[src/rtl/cardinal_router_local_port.sv]
// Local (PE) port terminal of a cardinal router node.
// Drives the NIC link phase, buffers one packet per VC in each direction,
// and exposes valid/grant and write/full interfaces to the crossbar.
module cardinal_router_local_port #(
  parameter int unsigned DATA_W = 64,
  parameter int unsigned CNT_W  = 16
) (
  input  logic                clk,
  input  logic                reset,
  output logic                polarity,
  input  logic                nic_so,
  output logic                nic_ro,
  input  logic [0:DATA_W-1]   nic_do,
  output logic                nic_si,
  input  logic                nic_ri,
  output logic [0:DATA_W-1]   nic_di,
  output logic [1:0]          in_valid,
  output logic [0:DATA_W-1]   in_data0,
  output logic [0:DATA_W-1]   in_data1,
  input  logic [1:0]          in_gnt,
  input  logic [1:0]          out_wr,
  input  logic [0:DATA_W-1]   out_data,
  output logic [1:0]          out_full,
  output logic                proto_err,
  output logic [CNT_W-1:0]    rx_count,
  output logic [CNT_W-1:0]    tx_count
);

  localparam int unsigned NUM_VC = 2;

  logic                ev;
  logic [0:DATA_W-1]   in_buf  [NUM_VC];
  logic [0:DATA_W-1]   out_buf [NUM_VC];

  // The link carries only the VC opposite to the current phase
  assign ev = ~polarity;

  // Ready depends only on registers: the NIC's send request is combinational on it
  assign nic_ro = ~in_valid[ev];

  // Egress handshake and data; data bus is quiet unless a packet is moving
  assign nic_si = out_full[ev] & nic_ri;
  assign nic_di = nic_si ? out_buf[ev] : '0;

  assign in_data0 = in_buf[0];
  assign in_data1 = in_buf[1];

  // Link phase: toggles every cycle out of reset
  always_ff @(posedge clk) begin
    if (reset) polarity <= 1'b0;
    else       polarity <= ~polarity;
  end

  // Ingress buffers: capture on handshake into the phase VC, drain on grant
  always_ff @(posedge clk) begin
    if (reset) begin
      in_valid  <= '0;
      in_buf[0] <= '0;
      in_buf[1] <= '0;
      rx_count  <= '0;
      proto_err <= 1'b0;
    end else begin
      proto_err <= 1'b0;
      for (int v = 0; v < int'(NUM_VC); v++) begin
        if (in_gnt[v] && in_valid[v]) in_valid[v] <= 1'b0;
      end
      if (nic_so && nic_ro) begin
        in_valid[ev] <= 1'b1;
        in_buf[ev]   <= nic_do;
        rx_count     <= rx_count + CNT_W'(1);
        proto_err    <= (nic_do[0] != ev);
      end
    end
  end

  // Egress buffers: load from crossbar when empty, release when the NIC takes it
  always_ff @(posedge clk) begin
    if (reset) begin
      out_full   <= '0;
      out_buf[0] <= '0;
      out_buf[1] <= '0;
      tx_count   <= '0;
    end else begin
      for (int v = 0; v < int'(NUM_VC); v++) begin
        if (out_wr[v] && !out_full[v]) begin
          out_full[v] <= 1'b1;
          out_buf[v]  <= out_data;
        end
      end
      if (nic_si) begin
        out_full[ev] <= 1'b0;
        tx_count     <= tx_count + CNT_W'(1);
      end
    end
  end

endmodule

[config.mk]
export PLATFORM = sky130hd
export DESIGN_NAME = cardinal_router_local_port
export DESIGN_NICKNAME = d
export VERILOG_FILES = /design/src/rtl/cardinal_router_local_port.sv
export SDC_FILE = /design/constraint.sdc
export NUM_CORES = 1
export LEC_CHECK = 0
export BUFFER_PORTS_ARGS = -buffer_cell sky130_fd_sc_hd__buf_2
export CORE_UTILIZATION = 35
export CTS_CLUSTER_SIZE = 24
export DETAILED_ROUTE_END_ITERATION = 16
export GPL_TIMING_DRIVEN = 0
export PLACE_DENSITY_LB_ADDON = 0.25
export SLEW_MARGIN = 15
export SYNTH_ARGS = -nofsm -noshare
export SYNTH_HDL_FRONTEND = slang
export SYNTH_SLANG_ARGS = --single-unit
[constraint.sdc]
create_clock -name clk -period 5.88 [get_ports clk]
set_input_delay 1.176 -clock clk [delete_from_list [all_inputs] [get_ports clk]]
set_output_delay 1.176 -clock clk [all_outputs]
set_load 0.02 [all_outputs]
# == Word level (Yosys, flattened, before mapping) ==
# Memories as Yosys holds them, arrays and structs flattened.
# Cells that the tools add are included.
# totals
regBits,38
ramBits,256
in_bits,136
out_inout_bits,232
wordCells,65
mem_count,2
# op_classes
add_sub_neg,2
order_cmp,2
eq_ne,1
muxes,33
bitwise_logic,9
n_reduce_logical,10
# mem_list
name,words,width,read_ports,rd_clocked_by_memory_dff,write_ports,line,text
in_buf,2,64,2,0,2,32,logic [0:DATA_W-1] in_buf [NUM_VC];
out_buf,2,64,1,0,2,33,logic [0:DATA_W-1] out_buf [NUM_VC];
# ops
cell,count
$mux 64,4
$reduce_or 64->1,1
$add 16x1->16 const B,2
$mux 1,26
$logic_and 1x1->1,6
$mux 2,2
$not 1->1,3
$and 2x2->2,1
$logic_not 1->1,2
$lt 1x2->1 const B,1
$not 2->2,1
$or 1x1->1,2
$or 2x2->2,1
$reduce_or 2->1,1
$and 1x1->1,1
$demux 1 s1,1
$ge 1x1->1 const B,1
$ne 1x1->1,1

# == Logic depth before layout (Yosys ltp) ==
# depth
depth_word,10
ltp_mapped,8

# == Worst setup path before layout ==
# OpenSTA, ideal clock, no wires.
# synth_path
path_type,input port to flip-flop
from,input reset
to,memory out_buf[0][0] in the netlist's numbering (enable)
setup_ns,0.432
t_arrival_ns,3.324
t_required_ns,5.448
setup_slack_ns,2.123
stages,3
path_buffers,2
path_cell_list,clkbuf_1 clkbuf_1 nand2b_1
# synth_rtl
item,line,text
start: declaration,9,"input logic reset,"
end: declaration,33,

# == Worst setup path after layout ==
# layout_path
from,input nic_ri
to,output nic_di[11] in the netlist's numbering
# layout_via
elab_chain_len,2
# layout_lines
item,line,text
start: declaration,15,"input logic nic_ri,"
$and 1x1->1,42,assign nic_si = out_full[ev] & nic_ri;
$mux 64,43,assign nic_di = nic_si ? out_buf[ev] : '0;
end: declaration,16,"output logic [0:DATA_W-1] nic_di,"
# No other way between the ends.

==> impl_metrics.py <==
metrics = {
    "cts": {
        "cts_tree": "done",
        "cts_resized": 0,
        "clock-root-buffer": "clkbuf_16",
        "clk_path_buf_depth": 3,
        "clkSinkCount": 294,
        "clkLatencyLatePin_ns": 0.51,
        "htreeDepth": 2,
        "cts.clk_slew.worst_paths_ns": 0.06,
        "holdBufCountCts": 0,
        "postCtsSetupBuffers": 0,
        "cts_inserted_buffers": 34,
    },
    "route": {
        "drt_iter0_drc": 392,
        "drt.antenna.violating_nets": 0,
        "num_vias": 7464,
        "wl_per_cell_um": 18.2,
        "drt_first_pass_iters": 7,
        "drc_errors": 0,
        "wl_um": 28900,
        "vias_per_cell": 4.71,
    },
    "placement": {
        "post-place-ws_ns": 1.62,
        "gp_congestion": 0.814,
        "io_buffers": 367,
        "dp_hpwl_um": 20700,
        "postPlaceCellArea_sq_mm": 0.0138,
        "dp_cells": 1522,
    },
    "synthesis": {
        "syn_inst": 748,
        "syn_area_sq_mm": 0.0113,
        "syn_avg_cell_area_sq_um": 15.2,
        "synth-seq-cells": 294,
        "ys_seq_area_share_pct": 74.5,
        "synth_cell_types": 39,
        "yosysWarnings": 0,
        "synth_fp_nets": 886,
    },
    "sta": {
        "setup_slack_ns": 1.73,
        "drv_slew": 0,
        "setup_tns_ns": 0,
        "max_freq_mhz": 241,
        "tightest_slew_ns": 0.652,
        "finalCriticalPeriod_ns": 4.15,
        "skew_ns": 0.0212,
        "grt_setup_unrepaired": "false",
        "finalHoldViolCount": 0,
        "max-slew-margin-rel_pct": 56.5,
        "post-route-period-util_pct": 70.6,
        "setup_violations": 0,
    },
    "worst_setup_path": {
        "path_max_fanout": 10,
        "cpMostUsedCell": "buf_2",
        "crit_start": "nic_ri",
        "crit_type": "in -> out",
        "slowest_stage": "clkbuf_1",
        "worst-path-buf-inv": 4,
        "worstReg2RegStart": "polarity",
        "path_delay_family": "buffers and inverters",
        "worst-path-stages": 7,
        "cp-endpoint": "nic_di[11]",
        "cp_data_arrival_time_ns": 2.98,
        "critPathRequiredTime_ns": 4.70,
        "slowest_delay_ns": 0.50,
        "crit_path_end_kind": "output port",
        "start_kind": "input pin",
        "reg2reg_depth": 8,
        "reg2reg_slack_ns": 3.14,
        "timing.critical_path.cells": "buf_2 -> nand2_1 -> nor2_1 -> clkbuf_1 -> buf_1 -> a22o_1 -> buf_2",
        "worstReg2RegEnd": "in_buf[1][44]",
    },
    "power_and_ir_drop": {
        "p_leak_nw": 6.43,
        "power.switching_mw": 1.16,
        "p_int_mw": 3.83,
        "power_mw": 4.99,
        "combPwrFrac_pct": 9.0,
        "p_per_area_mw_per_mm2": 334,
        "ir_drop_v": 0.000243,
        "switching_share_pct": 23.3,
        "seq_power_share_pct": 49.6,
        "clkPwrFrac_pct": 41.3,
    },
    "die": {
        "start_util_pct": 35.7,
        "fp.dieW_um": 182,
        "fp.dieArea_sq_mm": 0.0331,
        "ios": 368,
        "placementRows": 65,
        "core_area_sq_mm": 0.0317,
        "die_y_um": 182,
    },
    "global_routing": {
        "grt_start_max_net_pins": 53,
        "first_global_vias": 7309,
        "grt_pass1_wl_um": 42700,
        "grt-ovfl-total": 0,
        "grtUsageTotal_pct": 17.0,
        "antenna_found_initial": 6,
    },
    "layout": {
        "stdcell_area_sq_mm": 0.0149,
        "seqCellArea_sq_mm": 0.00845,
        "area_growth_pct": 31.7,
        "multi_input_comb_area_sq_mm": 0.00272,
        "drive_gt1_share_pct": 37.9,
        "fillCellCount": 2870,
        "layout.nets": 1294,
        "instances_no_fill": 1586,
    },
    "hold_path": {
        "hp-class": "reg -> reg",
    },
    "flow_run": {
        "cap_viol_max_count": 0,
    },
    "run_status": {
        "status": "complete, no violations",
    },
}
[layer usage]
metal	global-route usage, %	routed length, um
met1	20.0	11400
met5	0	13
met4	5.18	715
met3	6.52	2910
met2	28.6	13900
[stage by stage]
step                      hold WS [ns]  utilization, %
final                            0.501            47.1
after CTS                        0.502            47.0
after global placement           0.457            43.1
after detailed placement         0.488            43.6
after global routing             0.519            47.0
after floorplan                  0.560               -
[cells by family after synthesis]
group / after synthesis / synth area share, %
AO/OA/AOI/OAI: 85 / 6.05
XOR/XNOR: 18 / 1.39
adder cells (fa/ha/maj): 2 / 0.221
buffers and inverters: 48 / 1.75
flip-flops: 294 / 74.5
multiplexers: 8 / 0.817
AND/OR/NAND/NOR: 293 / 15.2
[cell usage in the layout (no fill, tap or decap), drive strengths merged]
| cell type | n |
|---|---|
| a211o | 1 |
| clkinvlp | 5 |
| nor4 | 5 |
| and2 | 192 |
| inv | 9 |
| nand2b | 5 |
| nand2 | 9 |
| ha | 2 |
| o21ai | 5 |
| nand4 | 6 |
| mux2i | 1 |
| and3 | 3 |
| nand3 | 16 |
| clkinv | 8 |
| or2 | 1 |
| clkbuf | 77 |
| or3 | 5 |
| nor4b | 2 |
| mux2 | 7 |
| diode | 3 |
| xnor2 | 14 |
| bufinv | 3 |
| or4 | 1 |
| nor3b | 2 |
| nor3 | 11 |
| a21oi | 10 |
| dfxtp | 38 |
| nor2 | 31 |
| xor2 | 4 |
| nor2b | 4 |
| a31o | 3 |
| edfxtp | 256 |
| a22o | 64 |
| buf | 379 |
| a21o | 2 |
[worst min path at each step]
stage | from | to | slack, ns | depth (start not counted)
5_1_grt | in_valid[1] | in_valid[1] | 0.52 | 1
6_report | in_valid[1] | in_valid[1] | 0.50 | 1
3_5_place_dp | in_valid[0] | in_valid[0] | 0.49 | 1
2_1_floorplan | tx_count[1] | tx_count[1] | 0.56 | 2
4_1_cts | rx_count[14] | rx_count[14] | 0.50 | 2
3_3_place_gp | in_valid[1] | in_valid[1] | 0.46 | 1
[synthesized netlist by cell type (all sizes together)]
master  instances  area (sq um)
o21ai           5          25.0
buf             7          37.5
nor4            5          37.5
ha              2          25.0
nand3          16          80.1
nor3b           2          20.0
nand2b          5          31.3
a22o           64           561
or4             1          11.3
a211o           1          8.76
inv             7          26.3
mux2i           1          10.0
a31o            3          26.3
nand2           9          33.8
edfxtp        256          7690
nor4b           2          17.5
nand4           6          37.5
nor2           31           116
xnor2          14           123
nor3           11          60.1
or2             1          6.26
xor2            4          35.0
and2          192          1200
mux2            7          82.6
clkbuf         34           135
and3            3          18.8
a21oi          10          50.1
dfxtp          38           761
or3             5          31.3
nor2b           4          25.0
a21o            2          15.0
[state kept, by name, indices dropped and copies added (netlist names)]
name and cells:
in_valid 2, out_full 2, rx_count 16, proto_err 1, polarity 1, tx_count 16
out_buf 128, in_buf 128
[layout make-up]
type	instances	share of cell area, %
multi-input combinational	406	18.2
clock inverter	18	1.18
timing repair buffer	372	13.1
sequential	294	56.6
antenna	3	0.0503
inverter	7	0.176
buffer	41	1.16
tap	402	3.37
clock buffer	43	6.14
[worst register-to-register path, cell delays in order (launching register included)]
cell and delay (ns):
dfxtp_1 0.34, buf_6 0.15, mux2_4 0.37, inv_2 0.11, nand2_1 0.14, nor3_2 0.28, clkbuf_2 0.35, or2_4 0.32
buf_16 0.30
[power by group through the flow]
stage          sequential, mW  clock, mW  combinational (mW)
2_1_floorplan            2.60          0               0.159
3_3_place_gp             2.52          0               0.439
3_5_place_dp             2.52          0               0.458
4_1_cts                  2.48       2.11               0.459
5_1_grt                  2.49       2.19               0.489
6_report                 2.47       2.06               0.451
No activity file was read; power rests on OpenSTA's default activity.
